--- src/rtl/stream_sink_bp_if.sv ---
// Stream handshake bundle for stream_sink_bp: upstream beat inputs plus the
// registered backpressure and captured-beat outputs.
interface stream_sink_bp_if #(
  parameter int unsigned DATA_W = 8
) ();
  logic              valid_in;
  logic [DATA_W-1:0] data_in;
  logic              last_in;
  logic              ready_out;
  logic              valid_out;
  logic [DATA_W-1:0] data;
  logic              last;

  modport master (
    output valid_in, data_in, last_in,
    input  ready_out, valid_out, data, last
  );

  modport slave (
    input  valid_in, data_in, last_in,
    output ready_out, valid_out, data, last
  );
endinterface

--- src/rtl/stream_sink_bp.sv ---
// Stream sink with selectable backpressure (always/periodic/LFSR-random/never)
// and beat/packet counters. Define SINK_PROTO_CHECK_EN for the upstream protocol checker.
module stream_sink_bp #(
  parameter int unsigned DATA_W    = 8,
  parameter int unsigned CNT_W     = 16,
  parameter int unsigned STALL_W   = 3,
  parameter int unsigned ON_CYC    = 2,
  parameter int unsigned OFF_CYC   = 1,
  parameter logic [15:0] LFSR_SEED = 16'hACE1
) (
  input  logic             clk,
  input  logic             rst,
  input  logic [1:0]       mode,
  stream_sink_bp_if.slave  s,
  output logic [CNT_W-1:0] beat_cnt,
  output logic [CNT_W-1:0] pkt_cnt,
  output logic             proto_err
);
  localparam int unsigned LFSR_W = 16;
  localparam int unsigned PERIOD = ON_CYC + OFF_CYC;
  localparam int unsigned PH_W   = $clog2(PERIOD + 1);

  localparam logic [1:0] MODE_ALWAYS   = 2'd0;
  localparam logic [1:0] MODE_PERIODIC = 2'd1;
  localparam logic [1:0] MODE_RANDOM   = 2'd2;
  localparam logic [1:0] MODE_NEVER    = 2'd3;

  typedef enum logic {ST_READY, ST_STALL} state_t;

  state_t              state_q, state_d;
  logic [STALL_W-1:0]  stall_q, stall_d;
  logic [PH_W-1:0]     phase_q, phase_d, phase_cur;
  logic [1:0]          mode_q;
  logic [LFSR_W-1:0]   lfsr_q, lfsr_d;
  logic                ready_d;
  logic                accept;
  logic                mode_chg;
  logic                fb;

  assign accept   = s.valid_in && s.ready_out;
  assign mode_chg = (mode != mode_q);
  // Fibonacci LFSR, taps 16,14,13,11
  assign fb       = lfsr_q[0] ^ lfsr_q[2] ^ lfsr_q[3] ^ lfsr_q[5];
  assign lfsr_d   = {fb, lfsr_q[LFSR_W-1:1]};

  // ready_out is registered, so ready_d is the readiness of the coming cycle
  always_comb begin
    state_d   = state_q;
    stall_d   = stall_q;
    phase_d   = '0;
    ready_d   = 1'b0;
    phase_cur = mode_chg ? '0 : phase_q;
    case (mode)
      MODE_ALWAYS: begin
        state_d = ST_READY;
        stall_d = '0;
        ready_d = 1'b1;
      end
      MODE_PERIODIC: begin
        state_d = ST_READY;
        stall_d = '0;
        ready_d = (phase_cur < PH_W'(ON_CYC));
        phase_d = (phase_cur == PH_W'(PERIOD - 1)) ? '0 : phase_cur + PH_W'(1);
      end
      MODE_RANDOM: begin
        if (mode_chg) begin
          state_d = ST_READY;
          stall_d = '0;
        end else begin
          case (state_q)
            ST_READY: begin
              if (accept && (lfsr_q[STALL_W-1:0] != '0)) begin
                state_d = ST_STALL;
                stall_d = lfsr_q[STALL_W-1:0];
              end
            end
            ST_STALL: begin
              if (stall_q <= STALL_W'(1)) begin
                state_d = ST_READY;
                stall_d = '0;
              end else begin
                stall_d = stall_q - STALL_W'(1);
              end
            end
            default: state_d = ST_READY;
          endcase
        end
        ready_d = (state_d == ST_READY);
      end
      MODE_NEVER: begin
        state_d = ST_READY;
        stall_d = '0;
        ready_d = 1'b0;
      end
    endcase
  end

  always_ff @(posedge clk or posedge rst) begin
    if (rst) begin
      state_q     <= ST_READY;
      stall_q     <= '0;
      phase_q     <= '0;
      mode_q      <= MODE_ALWAYS;
      lfsr_q      <= LFSR_SEED;
      s.ready_out <= 1'b0;
    end else begin
      state_q     <= state_d;
      stall_q     <= stall_d;
      phase_q     <= phase_d;
      mode_q      <= mode;
      lfsr_q      <= lfsr_d;
      s.ready_out <= ready_d;
    end
  end

  // Capture of accepted beats and counters
  always_ff @(posedge clk or posedge rst) begin
    if (rst) begin
      s.valid_out <= 1'b0;
      s.data      <= '0;
      s.last      <= 1'b0;
      beat_cnt    <= '0;
      pkt_cnt     <= '0;
    end else begin
      s.valid_out <= accept;
      if (accept) begin
        s.data   <= DATA_W'(s.data_in);
        s.last   <= s.last_in;
        beat_cnt <= beat_cnt + CNT_W'(1);
        if (s.last_in) pkt_cnt <= pkt_cnt + CNT_W'(1);
      end
    end
  end

`ifdef SINK_PROTO_CHECK_EN
  logic              pend_q;
  logic [DATA_W-1:0] hold_data_q;
  logic              hold_last_q;

  // A stalled beat must stay valid and unchanged until it is accepted
  always_ff @(posedge clk or posedge rst) begin
    if (rst) begin
      pend_q      <= 1'b0;
      hold_data_q <= '0;
      hold_last_q <= 1'b0;
      proto_err   <= 1'b0;
    end else begin
      pend_q      <= s.valid_in && !s.ready_out;
      hold_data_q <= s.data_in;
      hold_last_q <= s.last_in;
      if (pend_q && (!s.valid_in || (s.data_in != hold_data_q) || (s.last_in != hold_last_q)))
        proto_err <= 1'b1;
    end
  end
`else
  assign proto_err = 1'b0;
`endif

endmodule

--- src/flat_wrapper.sv ---
// flat-port wrapper written by rule: the top's interface ports become plain ports
module stream_sink_bp_flat 
#(
  parameter int unsigned DATA_W    = 8,
  parameter int unsigned CNT_W     = 16,
  parameter int unsigned STALL_W   = 3,
  parameter int unsigned ON_CYC    = 2,
  parameter int unsigned OFF_CYC   = 1,
  parameter logic [15:0] LFSR_SEED = 16'hACE1
)
  (clk, rst, mode, beat_cnt, pkt_cnt, proto_err, s_valid_in, s_data_in, s_last_in, s_ready_out, s_valid_out, s_data, s_last);
  stream_sink_bp_if #(.DATA_W(DATA_W)) s_i ();
  input  logic clk;
  input  logic rst;
  input  logic [1:0] mode;
  output logic [CNT_W-1:0] beat_cnt;
  output logic [CNT_W-1:0] pkt_cnt;
  output logic proto_err;
  input wire logic [$bits(s_i.valid_in)-1:0] s_valid_in;
  input wire logic [$bits(s_i.data_in)-1:0] s_data_in;
  input wire logic [$bits(s_i.last_in)-1:0] s_last_in;
  output wire logic [$bits(s_i.ready_out)-1:0] s_ready_out;
  output wire logic [$bits(s_i.valid_out)-1:0] s_valid_out;
  output wire logic [$bits(s_i.data)-1:0] s_data;
  output wire logic [$bits(s_i.last)-1:0] s_last;
  assign s_i.valid_in = s_valid_in;
  assign s_i.data_in = s_data_in;
  assign s_i.last_in = s_last_in;
  assign s_ready_out = s_i.ready_out;
  assign s_valid_out = s_i.valid_out;
  assign s_data = s_i.data;
  assign s_last = s_i.last;
  stream_sink_bp #(.DATA_W(DATA_W), .CNT_W(CNT_W), .STALL_W(STALL_W), .ON_CYC(ON_CYC), .OFF_CYC(OFF_CYC), .LFSR_SEED(LFSR_SEED)) u_core (.clk(clk), .rst(rst), .mode(mode), .s(s_i), .beat_cnt(beat_cnt), .pkt_cnt(pkt_cnt), .proto_err(proto_err));
endmodule
--- config.mk ---
export PLATFORM = sky130hd
export DESIGN_NAME = stream_sink_bp_flat
export DESIGN_NICKNAME = d
export VERILOG_FILES = /design/src/rtl/stream_sink_bp_if.sv /design/src/rtl/stream_sink_bp.sv /design/src/flat_wrapper.sv
export SDC_FILE = /design/constraint.sdc
export NUM_CORES = 1
export LEC_CHECK = 0
export CAP_MARGIN = 20
export CORE_UTILIZATION = 45
export DETAILED_ROUTE_END_ITERATION = 10
export PLACE_DENSITY = 0.69
export SYNTH_ARGS = -nofsm -noshare
export SYNTH_HDL_FRONTEND = slang
export SYNTH_SLANG_ARGS = --single-unit
--- constraint.sdc ---
create_clock -name clk -period 5.4 [get_ports clk]
set_clock_uncertainty 0.1 [all_clocks]
set_input_delay 1.08 -clock clk [delete_from_list [all_inputs] [get_ports clk]]
set_output_delay 1.08 -clock clk [all_outputs]
set_load 0.01 [all_outputs]
==> impl_metrics.csv <==
group,metric,value,unit
logic_synthesis,yosysMostFrequentCell,"dfrtp_1",
critical_path,cp_slowest_cell,"nand2_1",
layout,final_nets,303,
route,vias_per_cell,4.89,
logic_synthesis,yosys-top-cells-area,"dfrtp_1 (56%), xnor2_1 (8.9%), dfstp_2 (7.9%), nand2_1 (6.1%), nand3_1 (2.1%)",
power_and_ir_drop,seqPwrFrac,49.3,%
timing,hold_viol_final,0,
cts,clockBufferDepth,2,
cts,cts_tree,"yes",
cts,h-tree-depth,3,
route,dr_wl_met3,234,µm
power_and_ir_drop,ir_drop,0.183,mV
placed_design,dpl.hpwl,3420,µm
power_and_ir_drop,p_switching,347,µW
cts,clkTransAtPathRegs,0.07,ns
cts,cts_root_buffer,"clkbuf_8",
placed_design,io_buffers,56,
route,highest_layer,"met4",
logic_synthesis,syn_nets,238,
logic_synthesis,syn_avg_cell_area,12.0,µm²
run,maxCapViolCount,0,
timing,fin_ws,2.71,ns
min_path,worstHoldPathType,"flop to flop",
critical_path,worstPathRequired,5.53,ns
critical_path,slowest_delay,0.48,ns
route,wl,4890,µm
grt,grt_pass1_wl,8250,µm
cts,post-cts-setup-buffer-count,0,
cts,numCtsBuffers,9,
logic_synthesis,synth_top_area_share,55.8,%
grt,grt_max_degree,36,
critical_path,crit_path_start_kind,"primary input",
die,core.rowCount,27,
outcome,outcome,"finished clean",
power_and_ir_drop,power.density,362,nW/µm²
logic_synthesis,synthArstFlopShare,100,%
route,wl_met2,2320,µm
route,post-route-drc-count,0,
logic_synthesis,ys.flop_type,"dfrtp_1",
layout,drive_gt1_share,10.7,%
layout,fill_cells,465,
logic_synthesis,seq_area_frac_synth,63.8,%
critical_path,cp.arrival,2.82,ns
timing,fmax,372,MHz
timing,max_slew_margin,53.1,%
timing,fin_crit_sh,49.8,%
timing,slew_violations,0,
layout,diodes,0,
timing,post-route-min-period,2.69,ns
die,die_height,78.7,µm
grt,grt_pass1_vias,1782,
route,drt_iter0_markers,72,
power_and_ir_drop,swShare,27.6,%
logic_synthesis,synth_area,2650,µm²
timing,whs,0.250,ns
layout,area_growth,31.6,%
power_and_ir_drop,combPwrFrac,18.4,%
power_and_ir_drop,leakagePower,0.00156,µW
logic_synthesis,synthTopCellsByCount,"dfrtp_1 (59), nand2_1 (43), xnor2_1 (27)",
logic_synthesis,synth_cell_types,38,
critical_path,cp-end-kind,"flop",
die,io_pins,58,
cts,cts_sinks,67,
critical_path,critical_path.cell_chain,"clkdlybuf4s50_1 > nand2_1 > inv_1 > a21oi_1 > a31oi_1 > o21a_1",
logic_synthesis,synthCells,220,
timing,setup_viol_count_final,0,
route,via_count,1771,
route,ant_nets,0,
placed_design,place_ws,2.32,ns
critical_path,cp_max_fo,15,
logic_synthesis,ys_ff_latch,67,
die,initial_core_util,47.5,%
timing,tightest_slew,0.703,ns
cts,postCtsHoldBufs,0,
route,firstDrtPassIters,4,
grt,antenna_found_initial,0,
power_and_ir_drop,p_int,912,µW
cts,clkLatencyLatePin,0.34,ns
timing,rsz0062_at_grt,"false",
die,die_w,78.7,µm
grt,grt_use_total,18.0,%
route,wl_met1,2270,µm
logic_synthesis,synth_edf_count,0,
logic_synthesis,yosys.area.top_type,"dfrtp_1",
die,core-area,5570,µm²
timing,fin_tns_setup,0,ns
critical_path,worstSetupPathType,"primary input to flop",
route,routedWlPerCell,13.5,µm
placed_design,gp_congestion,0.758,
power_and_ir_drop,p_clk_share,32.3,%
grt,overflow,0,
cts,cts_resized,0,
die,fp.dieArea,6190,µm²
logic_synthesis,yosysWarningCount,0,
-- state kept, by name, summed over array words and instances (netlist names), 2 cells and up --
| name | cells |
|---|---|
| u_core.lfsr_q | 16 |
| u_core.s.data | 8 |
| u_core.beat_cnt | 16 |
| u_core.mode_q | 2 |
| u_core.stall_q | 3 |
| u_core.phase_q | 2 |
| u_core.pkt_cnt | 16 |
-- cell usage in the layout (no fill, tap or decap), types with 3 or more instances in the layout --
cell type        Yosys  layout
nand2b_1             3       3
xor2_1               6       6
dfrtp_1             59      59
clkdlybuf4s50_1      0      56
dfstp_2              8       8
nor2_1               9       9
nand3_1             11      11
ha_1                 4       4
and4_1               4       4
a21oi_1              3       3
clkbuf_8             0      10
nand2_1             43      43
nand4_1              5       5
xnor2_1             27      27
inv_1                9       8
-- layout make-up --
class	count	area (µm²)	share of cell area, %
clock inverter	4	50.0	1.44
tap	72	90.1	2.59
inverter	9	33.8	0.970
timing repair buffer	57	568	16.3
sequential	67	1690	48.4
clock buffer	12	145	4.17
multi-input combinational	141	908	26.1
-- path summary, 6_finish.rpt --
| kind | startpoint | endpoint | slack [ns] | cells past startpoint |
|---|---|---|---|---|
| setup / recovery | s_valid_in | u_core.stall_q[2]$_DFFE_PP0P_ | 2.71 | 6 |
| hold / removal | u_core.lfsr_q[11]$_DFF_PP1_ | u_core.lfsr_q[10]$_DFF_PP1_ | 0.25 | 0 |
| setup reg to reg | u_core.s.ready_out$_DFF_PP0_ | u_core.stall_q[2]$_DFFE_PP0P_ | 3.47 | 5 |
| hold reg to reg | u_core.lfsr_q[11]$_DFF_PP1_ | u_core.lfsr_q[10]$_DFF_PP1_ | 0.25 | 0 |
| max in group asynchronous | rst | u_core.lfsr_q[5]$_DFF_PP1_ | 3.20 | 3 |
| min in group asynchronous | rst | u_core.beat_cnt[12]$_DFFE_PP0N_ | 1.08 | 2 |
-- power by group through the flow --
stage	registers (µW)	clock network [µW]	logic [µW]
after detailed placement	631	0	235
after global placement	630	0	232
after floorplan	638	0	85.1
after CTS	622	422	236
after global routing	630	440	255
final	621	407	232
-- metal layers --
| metal | GRT usage [%] | up-vias |
|---|---|---|
| met4 | 6.11 | 0 |
| li1 | - | 860 |
| met2 | 28.3 | 40 |
| met5 | 0 | - |
| met1 | 22.7 | 862 |
| met3 | 6.74 | 9 |
-- worst max-delay path, delay by kind of cell --
| family | cells | cell delay, ns |
|---|---|---|
| compound gates | 3 | 0.45 |
| buf+inv | 2 | 0.82 |
| simple gates | 1 | 0.48 |
-- metrics by stage --
step	utilization, %	power [µW]	cell area [µm²]	instances
3_3_place_gp	59.0	863	3290	346
3_5_place_dp	59.0	866	3290	346
5_1_grt	62.5	1330	3480	362
2_1_floorplan	-	723	2650	220
6_report	62.5	1260	3480	362
4_1_cts	62.5	1280	3480	362
-- kinds of logic after synthesis --
| family | count (synthesis) | share of synthesized area, % |
|---|---|---|
| xor+xnor | 33 | 10.9 |
| fa+ha+maj | 4 | 1.89 |
| simple gates | 88 | 17.2 |
| buf+inv | 12 | 1.89 |
| compound gates | 14 | 3.74 |
| other cells | 1 | 0.142 |
| flops | 67 | 63.8 |
| mux | 1 | 0.426 |
Power figures use the tool's default switching activity.
